File: config.mk
export PLATFORM = sky130hd
export DESIGN_NAME = glitch_sequencer_flat
export DESIGN_NICKNAME = d
export VERILOG_FILES = /design/src/rtl/glitch_pkg.sv /design/src/rtl/glitch_sequencer_if.sv /design/src/rtl/glitch_sequencer_up_counter.sv /design/src/rtl/glitch_sequencer.sv /design/src/flat_wrapper.sv
export SDC_FILE = /design/constraint.sdc
export NUM_CORES = 1
export LEC_CHECK = 0
export ABC_CLOCK_PERIOD_IN_PS = 7900
export CAP_MARGIN = 0
export CORE_MARGIN = 5
export CORE_UTILIZATION = 60
export DETAILED_ROUTE_END_ITERATION = 12
export HOLD_SLACK_MARGIN = 0.1
export PLACE_DENSITY = 0.9
export SLEW_MARGIN = 40
export SYNTH_ARGS = -nofsm -noshare
export SYNTH_HDL_FRONTEND = slang
export SYNTH_SLANG_ARGS = --single-unit
File: constraint.sdc
create_clock -name clk -period 7.9 [get_ports clk]
set_input_delay 1.58 -clock clk [delete_from_list [all_inputs] [get_ports clk]]
set_output_delay 1.58 -clock clk [all_outputs]
set_load 0.03 [all_outputs]
File: src/rtl/glitch_pkg.sv
// Shared types and constants for the glitch sequencer.
// States, default widths and the zero-to-one clamp used on latched config values.
package glitch_pkg;

    localparam int DEF_WIDTH = 16;
    localparam int DEF_NPW   = 8;

    typedef enum logic [2:0] {
        S_IDLE,
        S_ARMED,
        S_DELAY,
        S_PULSE,
        S_GAP,
        S_DONE
    } state_t;

    // Pulse width, gap and pulse count of zero behave as one.
    function automatic logic [31:0] clamp_zero_to_one(input logic [31:0] value);
        return (value == 32'd0) ? 32'd1 : value;
    endfunction

endpackage

File: src/rtl/glitch_sequencer_if.sv
// Control/status bundle between the glitch sequencer and its host.
// The master drives arm/abort/trigger/config and observes the glitch status outputs.
interface glitch_sequencer_if #(
    parameter int WIDTH = 16,
    parameter int NPW   = 8
);
    logic             arm;
    logic             abort;
    logic             trigger;
    logic [WIDTH-1:0] delay;
    logic [WIDTH-1:0] pulse_width;
    logic [WIDTH-1:0] gap;
    logic [NPW-1:0]   num_pulses;
    logic             glitch_out;
    logic             armed;
    logic             busy;
    logic             done;

    modport master (
        output arm, abort, trigger, delay, pulse_width, gap, num_pulses,
        input  glitch_out, armed, busy, done
    );

    modport slave (
        input  arm, abort, trigger, delay, pulse_width, gap, num_pulses,
        output glitch_out, armed, busy, done
    );
endinterface

File: src/rtl/glitch_sequencer_up_counter.sv
// Saturating up-counter shared by the delay, pulse and gap intervals.
// Clear wins over enable; the count holds at all-ones instead of wrapping.
module up_counter #(
    parameter int WIDTH = 16
) (
    input  logic             clk,
    input  logic             rst_n,
    input  logic             i_clr,
    input  logic             i_en,
    output logic [WIDTH-1:0] o_count
);
    logic [WIDTH-1:0] r_count;

    // NOTE: sequential state uses <= so every flop samples the pre-edge values of its peers.
    always_ff @(posedge clk or negedge rst_n) begin
        if (!rst_n) begin
            r_count <= '0;
        end else if (i_clr) begin
            r_count <= '0;
        end else if (i_en && (r_count != '1)) begin
            r_count <= r_count + 1'b1;
        end
    end

    assign o_count = r_count;
endmodule

File: src/rtl/glitch_sequencer.sv
// Glitch timing core: arm, wait for a trigger rising edge, count a delay, emit a pulse train.
// Define GLITCH_SEQ_TRIG_SYNC_EN to pass trigger through a 2-flop synchronizer (+2 cycles latency).
module glitch_sequencer
    import glitch_pkg::*;
#(
    parameter int WIDTH = DEF_WIDTH,
    parameter int NPW   = DEF_NPW
) (
    input logic               clk,
    input logic               rst_n,
    glitch_sequencer_if.slave bus
);
    state_t           r_state;
    state_t           w_state_next;
    logic [WIDTH-1:0] r_delay_lat;
    logic [WIDTH-1:0] r_pw_lat;
    logic [WIDTH-1:0] r_gap_lat;
    logic [NPW-1:0]   r_pulses_rem;
    logic             r_trig_prev;
    logic             w_trig;
    logic             w_trig_edge;
    logic             w_latch_cfg;
    logic             w_dec_pulses;
    logic             w_interval_end;
    logic             w_cnt_clr;
    logic             w_cnt_en;
    logic [WIDTH-1:0] w_count;
    logic             r_glitch_out;
    logic             r_armed;
    logic             r_busy;
    logic             r_done;

`ifdef GLITCH_SEQ_TRIG_SYNC_EN
    logic r_sync1;
    logic r_sync2;

    always_ff @(posedge clk or negedge rst_n) begin
        if (!rst_n) begin
            r_sync1 <= 1'b0;
            r_sync2 <= 1'b0;
        end else begin
            r_sync1 <= bus.trigger;
            r_sync2 <= r_sync1;
        end
    end

    assign w_trig = r_sync2;
`else
    assign w_trig = bus.trigger;
`endif

    // History tracks in every state so a trigger already high at arm never fires.
    always_ff @(posedge clk or negedge rst_n) begin
        if (!rst_n) r_trig_prev <= 1'b0;
        else        r_trig_prev <= w_trig;
    end

    assign w_trig_edge = w_trig & ~r_trig_prev;

    always_comb begin
        unique case (r_state)
            S_DELAY: w_interval_end = (w_count == r_delay_lat - 1'b1);
            S_PULSE: w_interval_end = (w_count == r_pw_lat - 1'b1);
            S_GAP:   w_interval_end = (w_count == r_gap_lat - 1'b1);
            default: w_interval_end = 1'b0;
        endcase
    end

    always_ff @(posedge clk or negedge rst_n) begin
        if (!rst_n) r_state <= S_IDLE;
        else        r_state <= w_state_next;
    end

    // NOTE: every signal gets a default before the case so no path leaves it unassigned (no latch).
    always_comb begin
        w_state_next = r_state;
        w_latch_cfg  = 1'b0;
        w_dec_pulses = 1'b0;
        if (bus.abort) begin
            w_state_next = S_IDLE;
        end else begin
            unique case (r_state)
                S_IDLE: begin
                    if (bus.arm) begin
                        w_state_next = S_ARMED;
                        w_latch_cfg  = 1'b1;
                    end
                end
                S_ARMED: begin
                    if (w_trig_edge) begin
                        w_state_next = (r_delay_lat == '0) ? S_PULSE : S_DELAY;
                    end
                end
                S_DELAY: begin
                    if (w_interval_end) w_state_next = S_PULSE;
                end
                S_PULSE: begin
                    if (w_interval_end) begin
                        if (r_pulses_rem > NPW'(1)) begin
                            w_state_next = S_GAP;
                            w_dec_pulses = 1'b1;
                        end else begin
                            w_state_next = S_DONE;
                        end
                    end
                end
                S_GAP: begin
                    if (w_interval_end) w_state_next = S_PULSE;
                end
                S_DONE:  w_state_next = S_IDLE;
                default: w_state_next = S_IDLE;
            endcase
        end
    end

    // NOTE: config registers are reset too; armed compares must never see X after power-up.
    always_ff @(posedge clk or negedge rst_n) begin
        if (!rst_n) begin
            r_delay_lat  <= '0;
            r_pw_lat     <= '0;
            r_gap_lat    <= '0;
            r_pulses_rem <= '0;
        end else if (w_latch_cfg) begin
            r_delay_lat  <= bus.delay;
            r_pw_lat     <= WIDTH'(clamp_zero_to_one(32'(bus.pulse_width)));
            r_gap_lat    <= WIDTH'(clamp_zero_to_one(32'(bus.gap)));
            r_pulses_rem <= NPW'(clamp_zero_to_one(32'(bus.num_pulses)));
        end else if (w_dec_pulses) begin
            r_pulses_rem <= r_pulses_rem - 1'b1;
        end
    end

    // Any state change starts a fresh interval at count zero.
    assign w_cnt_clr = (w_state_next != r_state);
    assign w_cnt_en  = (r_state == S_DELAY) || (r_state == S_PULSE) || (r_state == S_GAP);

    up_counter #(.WIDTH(WIDTH)) u_interval_cnt (
        .clk     (clk),
        .rst_n   (rst_n),
        .i_clr   (w_cnt_clr),
        .i_en    (w_cnt_en),
        .o_count (w_count)
    );

    // Outputs follow the state one cycle later; abort forces them low on the next edge.
    always_ff @(posedge clk or negedge rst_n) begin
        if (!rst_n) begin
            r_glitch_out <= 1'b0;
            r_armed      <= 1'b0;
            r_busy       <= 1'b0;
            r_done       <= 1'b0;
        end else begin
            r_glitch_out <= (r_state == S_PULSE) && !bus.abort;
            r_armed      <= (r_state == S_ARMED) && !bus.abort;
            r_busy       <= w_cnt_en && !bus.abort;
            r_done       <= (r_state == S_DONE) && !bus.abort;
        end
    end

    assign bus.glitch_out = r_glitch_out;
    assign bus.armed      = r_armed;
    assign bus.busy       = r_busy;
    assign bus.done       = r_done;
endmodule

File: src/flat_wrapper.sv
// flat-port wrapper written by rule: the top's interface ports become plain ports
module glitch_sequencer_flat import glitch_pkg::*;
#(
    parameter int WIDTH = DEF_WIDTH,
    parameter int NPW   = DEF_NPW
)
  (clk, rst_n, bus_arm, bus_abort, bus_trigger, bus_delay, bus_pulse_width, bus_gap, bus_num_pulses, bus_glitch_out, bus_armed, bus_busy, bus_done);
  glitch_sequencer_if #(.WIDTH(WIDTH), .NPW(NPW)) bus_i ();
  input logic clk;
  input logic rst_n;
  input wire logic [$bits(bus_i.arm)-1:0] bus_arm;
  input wire logic [$bits(bus_i.abort)-1:0] bus_abort;
  input wire logic [$bits(bus_i.trigger)-1:0] bus_trigger;
  input wire logic [$bits(bus_i.delay)-1:0] bus_delay;
  input wire logic [$bits(bus_i.pulse_width)-1:0] bus_pulse_width;
  input wire logic [$bits(bus_i.gap)-1:0] bus_gap;
  input wire logic [$bits(bus_i.num_pulses)-1:0] bus_num_pulses;
  output wire logic [$bits(bus_i.glitch_out)-1:0] bus_glitch_out;
  output wire logic [$bits(bus_i.armed)-1:0] bus_armed;
  output wire logic [$bits(bus_i.busy)-1:0] bus_busy;
  output wire logic [$bits(bus_i.done)-1:0] bus_done;
  assign bus_i.arm = bus_arm;
  assign bus_i.abort = bus_abort;
  assign bus_i.trigger = bus_trigger;
  assign bus_i.delay = bus_delay;
  assign bus_i.pulse_width = bus_pulse_width;
  assign bus_i.gap = bus_gap;
  assign bus_i.num_pulses = bus_num_pulses;
  assign bus_glitch_out = bus_i.glitch_out;
  assign bus_armed = bus_i.armed;
  assign bus_busy = bus_i.busy;
  assign bus_done = bus_i.done;
  glitch_sequencer #(.WIDTH(WIDTH), .NPW(NPW)) u_core (.clk(clk), .rst_n(rst_n), .bus(bus_i));
endmodule
==> results.md <==
- Status: finished, final reports clean
- Routed vias/inst: slightly above 6
- Maximum VDD drop: between 0.1 and 0.15 mV
- Final #Nets: 696
- CTS resizes: 0
- Num CTS Buffers: 9
- Crit-path cells: or3b_4 > o32a_1 > nand2_1 > ha_1 > inv_1 > a2111oi_2 > nand4_1 > nor2_1 > mux2i_1 > nor4b_2 > nand4_2 > o2111ai_1 > and3_1 > nor2_1
- Fillers: between 500 and 600
- Leakage: around 2.4 nW
- First-pass GRT wire length: ~22 mm
- WHS Path Cells: 2
- First drt pass iteration count: 6
- Worst Path Required: about 8.1 ns
- Largest family of logic cells by synthesized area: simple AND/OR/NAND/NOR gates
- DR WL/cell: 18.0 um
- Syn Area/Cell: 8.23 sq um
- Area grow syn2layout: 17.8%
- Yosys top cell area share: a little over 40%
- Worst Hold Launch: u_core.r_pw_lat[6]
- Setup Buffers After CTS: 0
- # diodes: 0
- Crit Path Class: reg2reg
- Post-Syn Area: around 0.0048 sq mm
- Synth Instances: roughly 590
- CTS tree: done
- Crit path DAT: roughly 4.6 ns
- Routed Wire Length: 13.3 mm
- CP endpoint kind: flip-flop
- Layout cells sized above 1: around 5.7%
- Pwr Total: roughly 0.0013 W
- Core area: ~0.008 sq mm
- Residual DRC count: 0
- Synth Area in XOR/XNOR: around 6.5%
- Sink Count: 80
- Fmax: ~230 MHz
- Maximum fanout along the worst path: 31
- RR Endpoint: u_core.u_interval_cnt.o_count[8]
- Pwr Density: ~230 mW/mm^2
- Fin util: roughly three quarters
- Mux cell area share after synthesis: around 1.3%
- Crit share post-route: between 50% and 60%
- HP Class: reg2reg
- Cell family with most CP delay: simple AND/OR/NAND/NOR gates
- Slowest Stage Delay on Critical Path: ~0.7 ns
- Detailed placement HPWL: between 9 and 10 mm
- Depth of the most critical reg-to-reg path: 14
- Post-synthesis simple-gate area fraction: about a third
- Worst Hold End: u_core.r_pw_lat[6]
- Max Clock Skew: ~0.007 ns
- Final Hold Fails: 0
- Chip width: about 100 um
- Library cells used by synthesis: 64
- CTS Root Cell: clkbuf_8
- Largest net degree at the start of global routing: slightly above 80
- Die H: around 100 um
- Final WS setup: ~3.5 ns
- Worst-path clk slew: approximately 0.080 ns
- Cell mode on critical path: nor2_1
- Post-synth EDFFs: 0
- Post-synthesis sequential area ratio: between 40% and 50%
- Tmin final: between 4 and 5 ns
- Reg-to-Reg Start: u_core.r_state[2]
- H-tree Lvls: 3
- Setup TNS: 0 ns
- PortBufs: 64
- Hold-fix buffers at CTS: 0
- WHS: between 0.4 and 0.5 ns
- Worst-margin pin slew: between 0.7 and 0.8 ns
- Syn_nets: 651
- Initial core utilization: between 60% and 70%
- Final Setup Violations: 0
- Io pins: between 60 and 70
- Max Root-Sink Buffers: 2
- Max cap viols: 0
- Commonest cells in the netlist: nand2_1, dfrtp_1, nor2_1
- Top-count cell post-synth: nand2_1
- Synth area leader: dfrtp_1
- Post-Synth Adder-Cell Area: just over 1%
- Max Transition Viols Final: 0
- Synthesis-stage register bit count: 80
- Pre-CTS setup slack: 3.30 ns
- Remaining antenna violation count: 0
- Vias in the first global route: 4535
- Worst Path Buf+Inv: 1
- All-layer global routing usage: approximately 28%
- Top FF cell, synth: dfrtp_1
- Cell Rows: 32
- DIE AREA: approximately 0.0099 sq mm
- Initial antenna violation count: 0
- Synth Area in Compound Gates: around an eighth
- Worst path slowest cell: dfrtp_2
- RSZ-0062 raised after global routing: no
- Global route total overflow: 0
- Routability cong.: about 0.98
- Max-slew headroom: 52.8%
- Largest cells by area after synthesis: dfrtp_1, nand2_1, xnor2_1
- Initial drt markers: about 530
- Vias: 4477
- Yosys Warn Count: 0
- CP Launch Type: flip-flop
- Worst-Skew Late Latency: about 0.36 ns
- Asr flop ratio synth: 100%
- Reg2Reg Setup Slack: roughly 3.5 ns
## where the power goes
part           internal, W  leakage (nW)  switching [W]
clock             0.000186         0.106       0.000157
sequential        0.000483          1.02      0.0000850
combinational     0.000173          1.30       0.000230
total             0.000842          2.43       0.000472
## routing by layer
metal | wire length [um] | GRT usage, % | up-vias
li1 | - | - | 2139
met1 | 5520 | 35.8 | 2139
met2 | 6550 | 45.5 | 174
met3 | 841 | 5.47 | 25
met4 | 361 | 10.3 | 0
met5 | 0 | 0 | -
## area by class of cell
type                    instances  area [sq um]  area share, %
flip-flops and latches         80          2010           35.3
well taps                     102           128           2.24
clock buffers                  11           141           2.49
inverters                       9          33.8          0.594
repair buffers                 65           649           11.4
multi-input cells             466          2650           46.6
clock inverters                 5          80.1           1.41
## placed cells by master (no fill, tap or decap), drive strengths merged, types with 5 or more instances in the layout
| cell type | netlist | routed |
|---|---|---|
| nand2 | 168 | 168 |
| or3 | 5 | 5 |
| inv | 9 | 9 |
| nor2 | 55 | 55 |
| o221ai | 7 | 7 |
| clkdlybuf4s50 | 0 | 63 |
| dfrtp | 80 | 80 |
| nand4 | 10 | 10 |
| o21ai | 28 | 28 |
| nand3 | 12 | 12 |
| o32a | 5 | 5 |
| a21oi | 8 | 8 |
| nor3b | 13 | 13 |
| clkbuf | 20 | 11 |
| xor2 | 11 | 11 |
| nor3 | 15 | 15 |
| nor4 | 19 | 19 |
| xnor2 | 25 | 25 |
| and3 | 9 | 9 |
## worst max path at each step
| stage | start | end | slack [ns] | cells after the start |
|---|---|---|---|---|
| after detailed placement | u_core.r_state[2] | u_core.u_interval_cnt.o_count[5] | 3.30 | 14 |
| after floorplan | u_core.r_state[1] | u_core.u_interval_cnt.o_count[12] | 4.43 | 17 |
| after global routing | u_core.r_state[1] | u_core.u_interval_cnt.o_count[5] | 3.06 | 14 |
| after global placement | u_core.r_state[1] | u_core.u_interval_cnt.o_count[15] | 3.49 | 14 |
| after CTS | u_core.r_state[2] | u_core.u_interval_cnt.o_count[5] | 3.26 | 14 |
| final | u_core.r_state[2] | u_core.u_interval_cnt.o_count[8] | 3.49 | 14 |
## logic make-up after synthesis
kind of cell | Yosys count
AOI/OAI and AO/OA | 83
xor gates and xnor gates | 36
adders and majority gates | 4
buffers and inverters | 40
DFF | 80
muxes | 6
and+or+nand+nor | 337
## flip-flops by register name, indices dropped and copies added (netlist names)
name / count
u_core.bus.armed: 1
u_core.bus.busy: 1
u_core.bus.done: 1
u_core.bus.glitch_out: 1
u_core.r_delay_lat: 16
u_core.r_gap_lat: 16
u_core.r_pulses_rem: 8
u_core.r_pw_lat: 16
u_core.r_state: 3
u_core.r_trig_prev: 1
u_core.u_interval_cnt.o_count: 16
## per-stage QoR
stage / cell area (sq um) / instances
3_3_place_gp: 5450 / 722
2_1_floorplan: 4820 / 586
6_report: 5690 / 738
3_5_place_dp: 5460 / 722
5_1_grt: 5690 / 738
4_1_cts: 5680 / 738
## worst reg2reg max path, delay by kind of cell (launching register included)
family,cells,cell delay (ns)
AOI/OAI and AO/OA,3,0.70
adders and majority gates,1,0.29
buffers and inverters,1,0.10
DFF,1,0.70
muxes,1,0.11
and+or+nand+nor,8,2.38
No activity file was read; power rests on OpenSTA's default activity.
